<file path="config.mk">
export PLATFORM = sky130hd
export DESIGN_NAME = mem_port
export DESIGN_NICKNAME = d
export VERILOG_FILES = /design/src/rtl/mem_port_pkg.sv /design/src/rtl/mem_port.sv
export SDC_FILE = /design/constraint.sdc
export NUM_CORES = 1
export LEC_CHECK = 0
export ABC_AREA = 1
export CORE_AREA = 8 8 84 86
export CTS_CLUSTER_SIZE = 25
export DETAILED_ROUTE_END_ITERATION = 8
export DIE_AREA = 0 0 92 94
export PLACE_DENSITY = 0.79
export SLEW_MARGIN = 15
export SYNTH_ARGS = -nofsm -noshare
export SYNTH_HDL_FRONTEND = slang
export SYNTH_SLANG_ARGS = --single-unit
export TNS_END_PERCENT = 30
</file>
<file path="constraint.sdc">
create_clock -name clk -period 2.2 [get_ports clk]
set_clock_uncertainty 0.2 [all_clocks]
set_input_delay 0.44 -clock clk [delete_from_list [all_inputs] [get_ports clk]]
set_output_delay 0.44 -clock clk [all_outputs]
set_load 0.02 [all_outputs]
</file>
<file path="src/rtl/mem_port_pkg.sv">
// Shared unit codes, bus width and strobe legality helper for the move-transfer core.
package mem_port_pkg;

  localparam int unsigned DATA_WIDTH = 8;
  localparam int unsigned NUM_UNITS  = 16;

  // One-hot bit indices into the unit strobes
  localparam int unsigned UNIT_REG_NULL   = 0;
  localparam int unsigned UNIT_REG_PC     = 2;
  localparam int unsigned UNIT_REG_AR     = 3;
  localparam int unsigned UNIT_MEM_MEM_PC = 12;
  localparam int unsigned UNIT_MEM_MEM_AR = 13;
  localparam int unsigned UNIT_MEM_NULL   = 15;

  // Combinations this block refuses to act on.
  function automatic logic strobe_illegal(input logic [NUM_UNITS-1:0] ien,
                                          input logic [NUM_UNITS-1:0] oen);
    logic mem_src;
    logic mem_tgt;
    mem_src = oen[UNIT_MEM_MEM_PC] | oen[UNIT_MEM_MEM_AR];
    mem_tgt = ien[UNIT_MEM_MEM_PC] | ien[UNIT_MEM_MEM_AR];
    return ien[UNIT_MEM_MEM_PC]
         | (mem_src & mem_tgt)
         | (ien[UNIT_REG_PC] & ien[UNIT_REG_AR])
         | (oen[UNIT_REG_PC] & oen[UNIT_REG_AR])
         | (ien[UNIT_MEM_MEM_PC] & ien[UNIT_MEM_MEM_AR])
         | (oen[UNIT_MEM_MEM_PC] & oen[UNIT_MEM_MEM_AR]);
  endfunction

endpackage

</file>
<file path="src/rtl/mem_port.sv">
// Bus-side responder owning PC/AR; executes unit strobes against a req/ack memory
// and sources or sinks data on the core bus, stalling while an access is in flight.
module mem_port
  import mem_port_pkg::*;
(
  input  logic                  clk,
  input  logic                  rst,
  input  logic [NUM_UNITS-1:0]  i_unit_ien,
  input  logic [NUM_UNITS-1:0]  i_unit_oen,
  input  logic [DATA_WIDTH-1:0] i_bus,
  output logic [DATA_WIDTH-1:0] o_bus,
  output logic                  o_bus_vld,
  output logic                  o_stall,
  output logic                  o_err,
  output logic                  o_mem_req,
  output logic                  o_mem_we,
  output logic [DATA_WIDTH-1:0] o_mem_addr,
  output logic [DATA_WIDTH-1:0] o_mem_wdata,
  input  logic                  i_mem_ack,
  input  logic [DATA_WIDTH-1:0] i_mem_rdata
);

  typedef enum logic [1:0] {StIdle, StRd, StRdDone, StWr} state_e;

  localparam logic [DATA_WIDTH-1:0] One = {{(DATA_WIDTH-1){1'b0}}, 1'b1};

  state_e                state_q, state_d;
  logic [DATA_WIDTH-1:0] pc_q, pc_d;
  logic [DATA_WIDTH-1:0] ar_q, ar_d;
  logic [DATA_WIDTH-1:0] addr_q, addr_d;
  logic [DATA_WIDTH-1:0] wdata_q, wdata_d;
  logic [DATA_WIDTH-1:0] rdata_q, rdata_d;
  logic                  tgt_pc_q, tgt_pc_d;
  logic                  tgt_ar_q, tgt_ar_d;
  logic                  fetch_q, fetch_d;
  logic                  err_q, err_d;
  logic                  illegal;
  logic                  mem_src;

  assign illegal = strobe_illegal(i_unit_ien, i_unit_oen);
  assign mem_src = i_unit_oen[UNIT_MEM_MEM_PC] | i_unit_oen[UNIT_MEM_MEM_AR];

  always_comb begin
    state_d  = state_q;
    pc_d     = pc_q;
    ar_d     = ar_q;
    addr_d   = addr_q;
    wdata_d  = wdata_q;
    rdata_d  = rdata_q;
    tgt_pc_d = tgt_pc_q;
    tgt_ar_d = tgt_ar_q;
    fetch_d  = fetch_q;
    err_d    = 1'b0;
    unique case (state_q)
      StIdle: begin
        if (illegal) begin
          err_d = 1'b1;
        end else if (mem_src) begin
          state_d  = StRd;
          addr_d   = i_unit_oen[UNIT_MEM_MEM_PC] ? pc_q : ar_q;
          fetch_d  = i_unit_oen[UNIT_MEM_MEM_PC];
          tgt_pc_d = i_unit_ien[UNIT_REG_PC];
          tgt_ar_d = i_unit_ien[UNIT_REG_AR];
        end else begin
          if (i_unit_ien[UNIT_REG_PC]) pc_d = i_bus;
          if (i_unit_ien[UNIT_REG_AR]) ar_d = i_bus;
          if (i_unit_ien[UNIT_MEM_MEM_AR]) begin
            state_d = StWr;
            addr_d  = ar_q;
            wdata_d = i_bus;
          end
        end
      end
      StRd: begin
        if (i_mem_ack) begin
          state_d = StRdDone;
          rdata_d = i_mem_rdata;
          if (fetch_q) pc_d = pc_q + One;
        end
      end
      StRdDone: begin
        // A PC target overrides the fetch increment applied at the ack edge
        if (tgt_pc_q) pc_d = rdata_q;
        if (tgt_ar_q) ar_d = rdata_q;
        tgt_pc_d = 1'b0;
        tgt_ar_d = 1'b0;
        state_d  = StIdle;
      end
      StWr: begin
        if (i_mem_ack) state_d = StIdle;
      end
      default: state_d = StIdle;
    endcase
  end

  always_ff @(posedge clk) begin
    if (rst) begin
      state_q  <= StIdle;
      pc_q     <= '0;
      ar_q     <= '0;
      addr_q   <= '0;
      wdata_q  <= '0;
      rdata_q  <= '0;
      tgt_pc_q <= 1'b0;
      tgt_ar_q <= 1'b0;
      fetch_q  <= 1'b0;
      err_q    <= 1'b0;
    end else begin
      state_q  <= state_d;
      pc_q     <= pc_d;
      ar_q     <= ar_d;
      addr_q   <= addr_d;
      wdata_q  <= wdata_d;
      rdata_q  <= rdata_d;
      tgt_pc_q <= tgt_pc_d;
      tgt_ar_q <= tgt_ar_d;
      fetch_q  <= fetch_d;
      err_q    <= err_d;
    end
  end

  always_comb begin
    o_bus     = '0;
    o_bus_vld = 1'b0;
    if (state_q == StRdDone) begin
      o_bus     = rdata_q;
      o_bus_vld = 1'b1;
    end else if (state_q == StIdle && !illegal &&
                 (i_unit_oen[UNIT_REG_PC] || i_unit_oen[UNIT_REG_AR])) begin
      o_bus     = i_unit_oen[UNIT_REG_PC] ? pc_q : ar_q;
      o_bus_vld = 1'b1;
    end
  end

  assign o_stall     = (state_q != StIdle);
  assign o_err       = err_q;
  assign o_mem_req   = (state_q == StRd) || (state_q == StWr);
  assign o_mem_we    = (state_q == StWr);
  assign o_mem_addr  = addr_q;
  assign o_mem_wdata = wdata_q;

endmodule

</file>
# Word-level counts from Yosys, hierarchy flattened

Cells that the tools add are included.

Input bits: 51
Logic and storage cells: 92
Output and inout bits: 29
Flip-flop bits (word level): 46

Equality and inequality tests: 14
Add/sub/neg operators: 1
Multiplexer cells: 33
Bitwise logic cells: 15
Reductions and logical operators: 19

Operators with widths:

| kind                | count |
|---|---|
| $mux 8              | 16 |
| $pmux 8 s3          | 1 |
| $ne 2x2->1 const B  | 9 |
| $pmux 8 s2          | 1 |
| $mux 2              | 5 |
| $reduce_and 3->1    | 3 |
| $add 8x1->8 const B | 1 |
| $pmux 2 s4          | 1 |
| $reduce_and 4->1    | 2 |
| $mux 1              | 7 |
| $or 1x1->1          | 7 |
| $reduce_and 7->1    | 1 |
| $reduce_bool 2->1   | 3 |
| $and 1x1->1         | 5 |
| $reduce_and 5->1    | 1 |
| $eq 2x2->1 const B  | 2 |
| $pmux 1 s2          | 2 |
| $ne 3x3->1 const B  | 1 |
| $not 1->1           | 3 |
| $reduce_bool 3->1   | 1 |
| $eq 2x1->1 const B  | 1 |
| $logic_and 1x1->1   | 2 |
| $logic_not 2->1     | 1 |
| $logic_or 1x1->1    | 2 |
| other kinds (4)     | 4 |

# Logic depth before layout (Yosys ltp)

Gate-level depths: netlist of the first run.

Depth in word-level cells: 12
Mapped depth: 11
Mapped depth without buffers: 10

# Worst setup path before layout of the first run

No wires, ideal clock.

Path type: input-to-output
Start point: in i_unit_oen[12]
End point: out o_bus[0]
Path slack: -0.111 ns
Cell stages on the path: 10
Required time: 1.560 ns
Arrival time: 1.671 ns
Path buffers: 1
Cells stage by stage: buf_6 nand2_4 nand2_2 nor2_2 nand2_2 nor2_4 o21ai_0 nand2_1 inv_2 a21oi_1

Longest elaborated chain between the ends: 12
Elaborated cells on any way between the ends: 13
Those cells by class: mux: 2; bitwise: 8; reduce/logical: 3

Ends and longest elaborated chain:

| element                             | RTL line           | RTL |
|---|---|---|
| start: declaration                  | mem_port.sv:9      | `input logic [NUM_UNITS-1:0] i_unit_oen,` |
| $or 1x1->1                          | mem_port_pkg.sv:20 | `mem_src = oen[UNIT_MEM_MEM_PC] \| oen[UNIT_MEM_MEM_AR];` |
| $and 1x1->1                         | mem_port_pkg.sv:23 | `\| (mem_src & mem_tgt)` |
| $or 1x1->1                          | mem_port_pkg.sv:23 |  |
| $or 1x1->1                          | mem_port_pkg.sv:24 | `\| (ien[UNIT_REG_PC] & ien[UNIT_REG_AR])` |
| $or 1x1->1                          | mem_port_pkg.sv:25 | `\| (oen[UNIT_REG_PC] & oen[UNIT_REG_AR])` |
| $or 1x1->1                          | mem_port_pkg.sv:26 | `\| (ien[UNIT_MEM_MEM_PC] & ien[UNIT_MEM_MEM_AR])` |
| $or 1x1->1 (*)                      | mem_port_pkg.sv:27 | `\| (oen[UNIT_MEM_MEM_PC] & oen[UNIT_MEM_MEM_AR]);` |
| $logic_not 1->1 (*)                 | mem_port.sv:128    | `end else if (state_q == StIdle && !illegal &&` |
| $logic_and 1x1->1 (*) (2 in series) | mem_port.sv:128    |  |
| $mux 8 (*)                          | mem_port.sv:128    |  |
| $mux 8 (*)                          | mem_port.sv:125    | `if (state_q == StRdDone) begin` |
| end: declaration                    | mem_port.sv:11     | `output logic [DATA_WIDTH-1:0] o_bus,` |

Every way passes the cells marked *; elsewhere a longest branch is shown, timed or not.

# Worst setup path in the final report of the first run

Start point: in i_unit_ien[3]
End point: out o_bus[1]

Longest elaborated chain between the ends: 10

Ends and longest elaborated chain:

| element                         | RTL line           | RTL |
|---|---|---|
| start: declaration              | mem_port.sv:8      | `input logic [NUM_UNITS-1:0] i_unit_ien,` |
| $and 1x1->1                     | mem_port_pkg.sv:24 |  |
| $or 1x1->1                      | mem_port_pkg.sv:24 |  |
| $or 1x1->1                      | mem_port_pkg.sv:25 |  |
| $or 1x1->1                      | mem_port_pkg.sv:26 |  |
| $or 1x1->1                      | mem_port_pkg.sv:27 |  |
| $logic_not 1->1                 | mem_port.sv:128    |  |
| $logic_and 1x1->1 (2 in series) | mem_port.sv:128    |  |
| $mux 8                          | mem_port.sv:128    |  |
| $mux 8                          | mem_port.sv:125    |  |

Every way passes these cells.

==> metrics, run 1 <==
Worst Setup EP=o_bus[1]; Post-Synth Adder-Cell Area=0.0290; Setup violations, final=8; IO Pins=80; via density per instance=just over 5; placement row count=28; Vias=roughly 2900; Worst Setup SP=i_unit_ien[3]; WS Path Type=input pin to output pin; layout cells sized above 1=0.258; Tot GR Track Use=0.183; Post-synth ARST share=0; top cell type's share of synthesized area=0.355; clk slew on worst S/H paths=approximately 0.090 ns; Die X=slightly above 90 µm; Fin. Hold Viols=0; port buffer count=55; post-route ant nets=0; Critical Path RT=roughly 1.6 ns; pwr dens=~980 mW/mm²; final worst path period need=2.24 ns; H-tree levels=2; Lkg Pwr=roughly 1.6 nW; chip height=approximately 94 µm; Worst-Margin Slew=approximately 0.35 ns; register-to-register setup slack=between 0.2 and 0.25 ns; cell-internal power=0.00210 W; clock tree buffer depth=2; dpl cells=562; Hold-fix buffers, CTS=0; WP data arrival=1.60 ns; Avg Cell Area, Syn=6.49 µm²; achievable frequency=approximately 450 MHz; largest family of logic cells by synthesized area=simple AND/OR/NAND/NOR gates; Congestion Overflow GR=0; switching part of the total power=0.424; RR Endpoint=pc_q[0]$_SDFFE_PP0P_; Bufs and invs on worst path=3; final wirelength=between 7000 and 8000 µm; synthesized cell area=0.00259 mm²; run status=complete, but fails checks; max-cap violation count=0; crit-path cells=buf_2 > nand2_1 > nand2_2 > nor2_4 > nand2_2 > nor2_4 > o21ai_2 > nand2_2 > clkinv_4 > a21oi_2 > buf_6; largest net degree at the start of global routing=25; Rel. slew slack=0.762; Total Nets Final=~550; slowest stage delay, CP=about 0.15 ns; Mapped Nets=between 400 and 500; Peak VDD IR=roughly 0.73 mV; most area-consuming cells after synthesis=dfxtp_1, nand2_1, nor2_1, o21ai_0, a21oi_1; vias in the first global route=2768; Comb power frac=0.561; Seq/Total Area, Yosys=0.355; Final Util=0.645; Yosys cell types=29; CTS tree=built; Post-synth EDFFs=0; CP max-delay cell=a21oi_2; WHS Path Cells=2; Crit Path Max Fanout=8; Seq pwr share=0.300; clock network fraction of design power=0.140; Critical Path Source Type=input pin; Compound-Gate Fraction of Synth Area=0.181; TritonCTS buffer count=5; kind of cell adding the most delay to the critical path=simple AND/OR/NAND/NOR gates; Inserted Diodes=0; RePlAce Congestion=about 0.9; WL/cell=about 14 µm; R2R depth=11; initial drt markers=222; Max Transition Viols Final=0; critical path depth=11; worst-skew pair later-pin latency=about 0.3 ns; dpl hpwl=6190 µm; Ys Warns=0; Root Driver=clkbuf_8; global-route wire length before repair=around 13000 µm; clk sinks=46; Tot Pwr=about 0.0037 W; die area=0.00865 mm²; failing checks=negative setup slack; fin crit share=1.02; Non-Filler Instances=between 500 and 600; Syn Inst Count=around 400; r2r startpoint=state_q[1]$_SDFFE_PP0P_; final worst-path setup slack=-0.0367 ns; most used cell, CP=nand2_2; initial antenna violation count=0; RSZ-0062 raised after global routing=true; Hold WC Path Type=register to register; multiplexer share of the synthesized area=0; ys flop type=dfxtp_1; Core ar.=~0.0057 mm²; initial core utilization=0.451; DRC=0; hold_ws=approximately 0.26 ns; P&R area growth vs syn=43.1%; simple-gate area share of the yosys netlist=0.340; Psw=0.00155 W; leading area contributor after synthesis=dfxtp_1; drt first pass iters=5; Setup crit end kind=output pin; XOR/XNOR Fraction of Synth Area=0; FF+latch count, synth=46
==> through the flow <==
stage / cell area [µm²] / worst slack [ns] / TNS, ns
global placement: 3520 / -0.805 / -7.32
detailed placement: 3520 / -0.877 / -8.98
floorplan: 2590 / -0.111 / -0.701
CTS: 3620 / -0.0310 / -0.100
global route: 3710 / -0.105 / -0.759
finish: 3710 / -0.0367 / -0.195
==> cell families after synthesis <==
group / count (synthesis)
buffers and inverters: 55
AOI/OAI and AO/OA: 88
and+or+nand+nor: 204
adders and majority gates: 6
DFF: 46
==> worst min-delay path: cells and delay by family, from the launching register on <==
family / cells / cell delay (ns)
DFF: 1 / 0.32
and+or+nand+nor: 1 / 0.06
AOI/OAI and AO/OA: 1 / 0.05
==> layout by cell type (no fill, tap or decap), types with 2 or more instances in the layout <==
cell type and count:
o21bai_1 3, clkinv_2 2, buf_6 7, dlygate4sd2_1 2, nand4_1 2, ha_1 4
inv_1 27, nand2_1 93, a21oi_4 2, clkbuf_8 5, nand3_1 28, o21ai_1 2
nand2_4 6, buf_2 7, a21oi_1 26, clkinv_4 2, or2_2 2, ha_4 2
dfxtp_1 44, nand2_2 10, clkdlybuf4s50_1 35, inv_2 6, buf_4 54, inv_4 2
nor2_4 3, nor2_1 56, o21ai_0 41, dfxtp_2 2, nor2_2 4, a21oi_2 9
==> worst min-delay path by stage <==
stage                                     start                          end  slack (ns)
finish               o_mem_addr[6]$_SDFFE_PP0P_   o_mem_addr[6]$_SDFFE_PP0P_        0.26
global route         o_mem_addr[7]$_SDFFE_PP0P_   o_mem_addr[7]$_SDFFE_PP0P_        0.29
CTS                 o_mem_wdata[6]$_SDFFE_PP0P_  o_mem_wdata[6]$_SDFFE_PP0P_        0.26
detailed placement   o_mem_addr[4]$_SDFFE_PP0P_   o_mem_addr[4]$_SDFFE_PP0P_        0.25
global placement    o_mem_wdata[6]$_SDFFE_PP0P_  o_mem_wdata[6]$_SDFFE_PP0P_        0.25
floorplan                  fetch_q$_SDFFE_PP0P_         fetch_q$_SDFFE_PP0P_        0.24
==> what timing repair did <==
item	in CTS	in global routing
resized for setup	93	31
cloned	0	0
pin swaps	13	3
endpoints found under the setup margin	11	11
buffers inserted	2	0
==> layout make-up <==
type | instances | area, µm²
Fill cell | 547 | 2040
Timing Repair Buffer | 108 | 925
Multi-Input combinational cell | 298 | 1530
Inverter | 37 | 150
Sequential cell | 46 | 923
Clock inverter | 2 | 13.8
Clock buffer | 6 | 72.6
Tap cell | 75 | 93.8
==> Yosys cell counts (5+ instances only) <==
cell,count
inv_1,32
nor2_2,5
a21oi_1,34
clkbuf_1,8
nand2_1,99
nor2_1,57
ha_1,6
nand2_2,5
nand2_4,5
o21ai_0,42
nand3_1,28
dfxtp_1,46
==> power groups by stage <==
stage	clock network [W]	logic (W)	registers, W
after CTS	0.000518	0.00194	0.00108
after global routing	0.000557	0.00224	0.00111
after global placement	0	0.00184	0.00109
after floorplan	0	0.00105	0.00113
final	0.000510	0.00205	0.00110
after detailed placement	0	0.00188	0.00110
==> flip-flops by register name, indices dropped and copies added, names as in the netlist <==
name	cells
ar_q	8
o_mem_addr	8
o_mem_wdata	8
pc_q	8
rdata_q	8
state_q	2
fetch_q	1
o_err	1
tgt_ar_q	1
tgt_pc_q	1
==> per-layer routing <==
layer | routed length (µm) | global-route usage | up-vias | share of wire
met5 | 0 | 0 | - | 0
met4 | 65 | 0.0282 | 0 | 0.0083
met3 | 644 | 0.0568 | 9 | 0.082
met2 | 3700 | 0.305 | 120 | 0.47
met1 | 3430 | 0.229 | 1306 | 0.44
li1 | - | - | 1477 | -
Power figures use the tool's default switching activity.
==> inputs of run 2 (changes only) <==
--- a/config.mk
+++ b/config.mk
@@ -6,11 +6,12 @@
 export NUM_CORES = 1
 export LEC_CHECK = 0
 export ABC_AREA = 1
-export CORE_AREA = 8 8 84 86
+export CORE_AREA = 2 2 75 77
 export CTS_CLUSTER_SIZE = 25
 export DETAILED_ROUTE_END_ITERATION = 8
-export DIE_AREA = 0 0 92 94
-export PLACE_DENSITY = 0.79
+export DIE_AREA = 0 0 77 79
+export DONT_BUFFER_PORTS = 1
+export PLACE_DENSITY = 0.65
 export SLEW_MARGIN = 15
 export SYNTH_ARGS = -nofsm -noshare
 export SYNTH_HDL_FRONTEND = slang
==> constraint.sdc (replaced) <==
create_clock -name clk -period 2.6 [get_ports clk]
set_clock_uncertainty 0.2 [all_clocks]
set_input_delay 0.52 -clock clk [delete_from_list [all_inputs] [get_ports clk]]
set_output_delay 0.52 -clock clk [all_outputs]
set_load 0.02 [all_outputs]
==> run 2 against run 1 <==
The flow now finishes without violations. First-iteration DRC count is 31% lower. Via count down 16%. Global-route usage rose by 4.9 points. Utilization shrank 13 points. Non-clock buffer count shrank 95. Routed wire length decreased by 14%. Count of clock-buffer cells in the layout unchanged. Clock power decreased by 15%. Largest cell class unchanged.
==> metrics, run 2 (same netlist as run 1, synthesis figures left out) <==
run status=complete, no violations; CP max-delay cell=dfxtp_1; initial antenna violation count=0 (unchanged); post-route ant nets=0 (unchanged); fin crit share=0.938; RSZ-0062 raised after global routing=false; vias in the first global route=2221 (-20%); largest net degree at the start of global routing=26 (+4.0%); WL/cell=14.2 µm (+3.4%); DRC=0 (unchanged); RePlAce Congestion=0.912 (-0.99%); worst-skew pair later-pin latency=0.30 ns (about the same); Multi-input gate area=0.00144 mm² (-5.9%); Peak VDD IR=0.533 mV (-27%); Total Nets Final=458 (-17%); pwr dens=923 mW/mm² (-6.3%); Hold WC Path Type=input pin to register; initial core utilization=0.485 (+0.0345); commonest non-fill, non-tap cell in the layout=nand2_1; Inserted Diodes=0 (unchanged); TritonCTS buffer count=5 (unchanged); WS Path Type=register to output pin; initial drt markers=154 (-31%); Bufs and invs on worst path=4 (+1); kind of cell adding the most delay to the critical path=buffers and inverters; P&R area growth vs syn=7.15%; H-tree levels=2 (unchanged); WP data arrival=1.72 ns (+0.12 ns); Setup violations, final=0 (-8); Lkg Pwr=1.12 nW (-29%); crit-path cells=inv_2 > ha_1 > clkinv_2 > buf_4 > a21oi_1 > nor2_1 > buf_4; final wirelength=6720 µm (-14%); clk slew on worst S/H paths=0.09 ns (about the same); die area=0.00608 mm² (-30%); most frequent cells in the layout=nand2_1, nor2_1, dfxtp_1; Worst-Margin Slew=0.648 ns (+0.294 ns); Setup crit end kind=output pin; Register Area=921 µm² (-0.27%); global-route wire length before repair=11200 µm (-14%); Congestion Overflow GR=0 (unchanged); clk sinks=46 (unchanged); # fillers=577 (+5.5%); Tot GR Track Use=0.231 (+0.0487); Final Util=0.520 (-0.125); achievable frequency=410 MHz; Crit Path Max Fanout=9 (+1); dpl hpwl=4970 µm (-20%); Max Transition Viols Final=0 (unchanged); hold_ws=0.0696 ns (-0.190 ns); Core ar.=0.00534 mm² (-7.1%); drt first pass iters=4 (-1); via density per instance=5.17 (+1.5%); layout cells sized above 1=0.124 (-0.133); final worst path period need=~2.4 ns; Root Driver=clkbuf_8; Die X=77 µm (-16%); Critical Path Source Type=register; Critical Path RT=1.88 ns (+0.32 ns); chip height=79 µm (-16%); Fin. Hold Viols=0 (unchanged); Vias=2450 (-16%); CTS tree=built; Tot Pwr=0.00256 W (-30%); max-cap violation count=0 (unchanged); Hold-fix buffers, CTS=0 (unchanged); IO Pins=80 (unchanged); final instance area=0.00278 mm² (-25%); clock tree buffer depth=2 (unchanged); slowest stage delay, CP=0.40 ns (+0.25 ns); most used cell, CP=buf_4; setup TNS=0 ns (+0.195 ns); port buffer count=0 (-100%); placed cell areas=0.00267 mm² (-24%); placement row count=27 (-3.6%); Rel. slew slack=0.567 (-0.194)
-- run 2: cell count changes in the layout (fill, tap and decap cells not counted), sizes merged --
cell           delta
buf              -56
clkbuf            -1
clkdlybuf4s50    -35
dlygate4sd2       -2
dlymetal6s2s      -1
-- run 2: power breakdown --
part / total (W) / switching (W) / internal (W)
registers: 0.000984 / 0.000145 / 0.000839
logic: 0.00115 / 0.000740 / 0.000407
clock network: 0.000432 / 0.000242 / 0.000190
total: 0.00256 / 0.00113 / 0.00144
-- run 2: metal layers --
metal / wire length (µm) / part of all wire / global-route usage
met1: 3100 / 0.46 / 0.313
met5: 0 / 0 / 0
met4: 27 / 0.0040 / 0.0643
met2: 3140 / 0.47 / 0.374
met3: 453 / 0.067 / 0.0523
-- run 2: path summary, 6_finish.rpt --
kind	start	endpoint	slack (ns)	cells after the start
min	rst	pc_q[6]$_SDFFE_PP0P_	0.07	1
min reg2reg	tgt_ar_q$_SDFFE_PP0P_	tgt_ar_q$_SDFFE_PP0P_	0.27	2
max reg2reg	state_q[0]$_SDFFE_PP0P_	ar_q[3]$_SDFFE_PP0P_	0.56	10
max	state_q[0]$_SDFFE_PP0P_	o_bus[7]	0.16	7
-- run 2: timing repair --
| item | CTS | global route |
|---|---|---|
| endpoints found under the setup margin | 1 | 8 |
| setup buffers | 0 | 0 |
| gates resized for setup | 1 | 5 |
-- run 2: stage by stage --
step                      worst slack, ns  cells
after detailed placement            0.321    466
final                               0.160    474
after global routing               0.0216    474
after global placement              0.328    466
after CTS                          0.0392    474
after floorplan                     0.129    399
-- run 2: worst register-to-register path: stages, from the launching register on --
cell	delay, ns
dfxtp_1	0.35
inv_2	0.10
ha_1	0.19
clkinv_2	0.16
buf_4	0.21
nor2_1	0.11
a21oi_2	0.04
nand2_2	0.18
clkinv_2	0.20
nor2_1	0.13
nor2_1	0.06
-- run 2: layout make-up --
class                      count  area share
multi-input combinational    298       0.519
sequential                    46       0.332
inverter                      37      0.0509
clock buffer                   6      0.0261
clock inverter                 2     0.00496
tap                           72      0.0324
timing repair buffer          13      0.0352
